$ cat src/rtl/sevenseg_scan.sv
// Multiplexed seven-segment scanner: time-slices NDIG digits with a dead cycle per slot,
// optional hex glyphs, leading-zero blanking and per-digit blinking.
module sevenseg_scan #(
  parameter int unsigned NDIG        = 4,
  parameter int unsigned DIV         = 50000,
  parameter int unsigned BLINK_SCANS = 64
) (
  input  logic              clk,
  input  logic              reset,
  input  logic              load,
  input  logic [4*NDIG-1:0] value,
  input  logic              hex_en,
  input  logic              blank_lz,
  input  logic [NDIG-1:0]   blink_mask,
  output logic [6:0]        segments,
  output logic [NDIG-1:0]   an
);

  localparam int unsigned DW = (DIV > 1) ? $clog2(DIV) : 1;
  localparam int unsigned IW = (NDIG > 1) ? $clog2(NDIG) : 1;
  localparam int unsigned BW = (BLINK_SCANS > 1) ? $clog2(BLINK_SCANS) : 1;

  localparam logic [DW-1:0] DivLast   = DW'(DIV - 1);
  localparam logic [IW-1:0] IdxLast   = IW'(NDIG - 1);
  localparam logic [BW-1:0] BlinkLast = BW'(BLINK_SCANS - 1);

  logic [4*NDIG-1:0] disp_q;
  logic              hex_q;
  logic              lz_q;
  logic [NDIG-1:0]   mask_q;
  logic [DW-1:0]     div_cnt;
  logic [IW-1:0]     idx;
  logic [BW-1:0]     blink_cnt;
  logic              blink_ph;

  always_ff @(posedge clk) begin
    if (reset) begin
      disp_q    <= '0;
      hex_q     <= 1'b0;
      lz_q      <= 1'b0;
      mask_q    <= '0;
      div_cnt   <= '0;
      idx       <= '0;
      blink_cnt <= '0;
      blink_ph  <= 1'b0;
    end else begin
      if (load) begin
        disp_q <= value;
        hex_q  <= hex_en;
        lz_q   <= blank_lz;
        mask_q <= blink_mask;
      end
      if (div_cnt == DivLast) begin
        div_cnt <= '0;
        if (idx == IdxLast) begin
          idx <= '0;
          // One blink count per complete scan of all digits.
          if (blink_cnt == BlinkLast) begin
            blink_cnt <= '0;
            blink_ph  <= ~blink_ph;
          end else begin
            blink_cnt <= blink_cnt + BW'(1);
          end
        end else begin
          idx <= idx + IW'(1);
        end
      end else begin
        div_cnt <= div_cnt + DW'(1);
      end
    end
  end

  logic [3:0]      nib;
  logic [6:0]      glyph;
  logic [NDIG-1:0] lz_vec;
  logic            run_zero;

  // lz_vec[i] is set when nibbles i..NDIG-1 are all zero.
  always_comb begin
    lz_vec   = '0;
    run_zero = 1'b1;
    for (int i = NDIG - 1; i >= 0; i--) begin
      run_zero  = run_zero & (disp_q[4*i +: 4] == 4'h0);
      lz_vec[i] = run_zero;
    end
  end

  always_comb begin
    nib = disp_q[{idx, 2'b00} +: 4];
    unique case (nib)
      4'h0:    glyph = 7'b0000001;
      4'h1:    glyph = 7'b1001111;
      4'h2:    glyph = 7'b0010010;
      4'h3:    glyph = 7'b0000110;
      4'h4:    glyph = 7'b1001100;
      4'h5:    glyph = 7'b0100100;
      4'h6:    glyph = 7'b0100000;
      4'h7:    glyph = 7'b0001111;
      4'h8:    glyph = 7'b0000000;
      4'h9:    glyph = 7'b0001100;
      4'hA:    glyph = hex_q ? 7'b0001000 : 7'b1111111;
      4'hB:    glyph = hex_q ? 7'b1100000 : 7'b1111111;
      4'hC:    glyph = hex_q ? 7'b0110001 : 7'b1111111;
      4'hD:    glyph = hex_q ? 7'b1000010 : 7'b1111111;
      4'hE:    glyph = hex_q ? 7'b0110000 : 7'b1111111;
      default: glyph = hex_q ? 7'b0111000 : 7'b1111111;
    endcase
  end

  always_comb begin
    an       = '1;
    segments = 7'b1111111;
    // Slot cycle 0 is dark so the previous digit's segments never ghost onto the next.
    if (div_cnt != '0) begin
      an[idx] = 1'b0;
      if (blink_ph && mask_q[idx]) begin
        segments = 7'b1111111;
      end else if (lz_q && (idx != '0) && lz_vec[idx]) begin
        segments = 7'b1111111;
      end else begin
        segments = glyph;
      end
    end
  end

endmodule

$ cat config.mk
export PLATFORM = sky130hd
export DESIGN_NAME = sevenseg_scan
export DESIGN_NICKNAME = d
export VERILOG_FILES = /design/src/rtl/sevenseg_scan.sv
export SDC_FILE = /design/constraint.sdc
export NUM_CORES = 1
export LEC_CHECK = 0
export ABC_CLOCK_PERIOD_IN_PS = 5250
export BUFFER_PORTS_ARGS = -buffer_cell sky130_fd_sc_hd__buf_4
export CORE_UTILIZATION = 40
export DETAILED_ROUTE_END_ITERATION = 7
export HOLD_SLACK_MARGIN = 0.03
export PLACE_DENSITY_LB_ADDON = 0.25
export REMOVE_ABC_BUFFERS = 1
export SLEW_MARGIN = 20
export SYNTH_ARGS = -nofsm -noshare
export SYNTH_HDL_FRONTEND = slang
export SYNTH_SLANG_ARGS = --single-unit
$ cat constraint.sdc
create_clock -name clk -period 5.25 [get_ports clk]
set_input_delay 1.05 -clock clk [delete_from_list [all_inputs] [get_ports clk]]
set_output_delay 1.05 -clock clk [all_outputs]
set_load 0.05 [all_outputs]
==> Implementation_results.wiki <==
{| class="wikitable"
! Metric !! Value
|-
| Most instantiated flip-flop cell in the synthesis netlist || sky130_fd_sc_hd__dfxtp_1
|-
| Antenna Cells || 0
|-
| Number of synthesized flops with an enable pin || 0
|-
| CTS resizes || 0
|-
| Most numerous cell on the critical path || sky130_fd_sc_hd__nor3_1
|-
| Post-layout min period || 3.70 ns
|-
| Fmax achieved || 270 MHz
|-
| Max Cap Viol || 0
|-
| Sum of routed wire length over all layers || between 5000 and 6000 um
|-
| Max Clock Skew || 0.00404 ns
|-
| Transition time of the tightest slew-check pin || about 0.47 ns
|-
| First-pass GRT wire length || 8400 um
|-
| Via count of the first global-routing pass || 1,765
|-
| Biggest fanout along the worst timing path || 12
|-
| Clock network latency to the later pin of the worst-skew pair || 0.30 ns
|-
| Status || finished clean
|-
| Kind of capture point of the worst setup path || primary output
|-
| Violation count after the first detailed-route iteration || 108
|-
| Via Count || 2,045
|-
| Post-synthesis cell count || 288
|-
| Ratio of cells with drive above 1 in the final layout || 17.8%
|-
| Critical path's top delay family || multiplexers
|-
| Cell chosen for the clock root || sky130_fd_sc_hd__clkbuf_8
|-
| Class of the most critical hold timing path || flop to flop
|-
| Final weighted congestion in routability-driven placement || 0.905
|-
| DR vias/cell || about 5.2
|-
| Data required time of the critical path || 4.20 ns
|-
| Period Utilization, post-route || 70.5%
|-
| Number of nets with antenna violations after routing || 0
|-
| Number of antenna violations at the first check in global routing || 0
|-
| NumNets Final || 346
|-
| Setup repair after global routing missed its margin || false
|-
| Buffers inserted by post-CTS timing repair || 0
|-
| Clock-pin transition on the worst setup and hold timing paths || around 0.090 ns
|-
| Met3 Track Usage GR || 4.61%
|-
| Synth Cell Area || roughly 2500 um2
|-
| Layout overhead on the synthesized area || 15.1%
|-
| Number of buffers added on ports || 35
|-
| Most heavily used metal layer in global routing || met1
|-
| Filler cells || about 600
|-
| Final Util || 48.1%
|-
| Aggregate global-route resource usage || between 10% and 20%
|-
| Worst-case headroom to the max-slew limit || 68.8%
|-
| Yosys warnings || 0
|-
| H-tree lvl count || 2
|-
| GRT Residual Overflow || 0
|-
| Worst IR Drop VDD || 0.157 mV
|-
| Global routing met1 resource utilization || roughly 25%
|-
| Mean post-synth cell area || 8.65 um2
|-
| Fraction of registers with async set/reset || 0%
|-
| Final count of hold timing violations || 0
|-
| Row Count || 28
|-
| Portion of the post-synthesis area used by sequential elements || 37.8%
|-
| TritonCTS clock tree || done
|-
| Clock sinks || 47
|-
| First-pass iteration count of the detailed router || 4
|-
| Highest cell delay on the worst timing path || 0.71 ns
|-
| CP Launch Type || flop
|-
| Final count of negative-setup-slack endpoints || 0
|-
| Setup TNS || 0 ns
|-
| DRC violation count after routing || 0
|-
| Met2 layer usage reported by global route || 23.9%
|-
| Width of the die || ~80 um
|-
| Max Slew Vio Count || 0
|-
| Cts hold-fix bufs || 0
|-
| Slowest stage cell on the critical path || sky130_fd_sc_hd__mux4_2
|-
| Signal arrival time at the worst endpoint || 2.65 ns
|-
| Register bit count reported by yosys || 47
|-
| Worst setup path category || flop to primary output
|-
| Total die area || 6550 um2
|-
| Average wire length per cell after detail routing || 13.0 um
|-
| Height of the die || 80.9 um
|-
| Max Buffers Root-to-Sink || 2
|-
| Crit path cell chain || mux4_2, nand2_1, nor3_1, nor3_1, o21ai_0, buf_4
|-
| Count of pins on the block boundary || 36
|-
| Pin count of the biggest net entering global routing || 34
|-
| Leading cell type in the layout, fill and taps excluded || sky130_fd_sc_hd__nor2_1
|-
| Total core area || 5960 um2
|-
| Buffering stage count on the worst path with inverters included || 1
|-
| Starting utilization of the core area || 41.8%
|-
| Distinct cells, synth || 46
|-
| Post-DP HPWL || 3700 um
|-
| Cell area power density || between 200 and 300 nW/um2
|-
| TritonCTS buffer count || 5
|-
| Leak || 1.11 nW
|-
| Commonest non-fill, non-tap cells in the layout || 52 x sky130_fd_sc_hd__nor2_1, 47 x sky130_fd_sc_hd__dfxtp_1, 35 x sky130_fd_sc_hd__buf_4, 25 x sky130_fd_sc_hd__mux2i_1, 19 x sky130_fd_sc_hd__nand2_1
|}
==> cell usage after synthesis, types with 3 or more instances <==
master | number | area [um2]
sky130_fd_sc_hd__and2_1 | 3 | 18.8
sky130_fd_sc_hd__clkbuf_1 | 11 | 41.3
sky130_fd_sc_hd__o31ai_1 | 3 | 22.5
sky130_fd_sc_hd__mux2i_1 | 25 | 250
sky130_fd_sc_hd__nand4_1 | 5 | 31.3
sky130_fd_sc_hd__nor4_1 | 6 | 37.5
sky130_fd_sc_hd__nand2b_1 | 3 | 18.8
sky130_fd_sc_hd__dfxtp_1 | 47 | 941
sky130_fd_sc_hd__xnor2_1 | 11 | 96.3
sky130_fd_sc_hd__ha_1 | 7 | 87.6
sky130_fd_sc_hd__inv_1 | 14 | 52.6
sky130_fd_sc_hd__a21oi_1 | 9 | 45.0
sky130_fd_sc_hd__nor3_1 | 10 | 50.1
sky130_fd_sc_hd__nand3_1 | 6 | 30.0
sky130_fd_sc_hd__or2_2 | 3 | 18.8
sky130_fd_sc_hd__nor2_1 | 52 | 195
sky130_fd_sc_hd__mux4_2 | 5 | 113
sky130_fd_sc_hd__o21ai_0 | 6 | 30.0
sky130_fd_sc_hd__nand2_1 | 19 | 71.3
sky130_fd_sc_hd__xor2_1 | 5 | 43.8
sky130_fd_sc_hd__or4_1 | 4 | 30.0
==> flip-flops by register name, summed over array words and instances (netlist names) <==
register	count
idx	2
div_cnt	16
disp_q	16
mask_q	4
lz_q	1
hex_q	1
blink_ph	1
blink_cnt	6
==> cell families after synthesis <==
group / Yosys count / share of synthesized area, %
compound gates: 36 / 9.64
mux: 30 / 14.6
flops: 47 / 37.8
simple gates: 122 / 24.0
xor+xnor: 16 / 5.63
fa+ha+maj: 7 / 3.52
buf+inv: 30 / 4.92
==> power breakdown <==
group          leakage, nW  switching (mW)  total [mW]  internal [mW]
logic                0.690          0.0859       0.141         0.0551
clock network       0.0402           0.126       0.219         0.0928
registers            0.384          0.0115       0.380          0.368
==> routing by layer <==
layer | vias up | part of all wire [%] | wire (um)
li1 | 1058 | - | -
met1 | 946 | 52 | 2620
met2 | 39 | 43 | 2190
met3 | 2 | 4.7 | 238
met4 | 0 | 0.65 | 33
met5 | - | 0 | 0
==> layout make-up <==
| class | instances | area, um2 | share of cell area [%] |
|---|---|---|---|
| Tap cell | 75 | 93.8 | 3.27 |
| Inverter | 14 | 52.6 | 1.83 |
| Clock inverter | 3 | 20.0 | 0.698 |
| Timing Repair Buffer | 35 | 263 | 9.17 |
| Clock buffer | 5 | 68.8 | 2.40 |
| Sequential cell | 47 | 941 | 32.8 |
| Multi-Input combinational cell | 211 | 1430 | 49.8 |
==> metrics by stage <==
stage	setup WS [ns]	power (mW)	instance area [um2]	cells	hold WS [ns]
2_1_floorplan	1.39	0.477	2420	272	0.425
4_1_cts	1.55	0.746	2870	390	0.482
3_3_place_gp	1.82	0.528	2780	382	0.438
3_5_place_dp	1.90	0.529	2780	382	0.460
6_report	1.55	0.740	2870	390	0.475
5_1_grt	1.39	0.774	2870	390	0.505
==> path summary, 6_finish.rpt <==
kind,start,to,slack [ns],cells after the start
min reg2reg,div_cnt[0]$_SDFF_PP0_,div_cnt[0]$_SDFF_PP0_,0.48,1
min,div_cnt[0]$_SDFF_PP0_,div_cnt[0]$_SDFF_PP0_,0.48,1
max reg2reg,div_cnt[11]$_SDFF_PP0_,blink_ph$_SDFFE_PP0P_,3.15,5
max,idx[0]$_SDFFE_PP0N_,segments[6],1.55,6
Note: power is estimated with default switching activity, not from simulation.
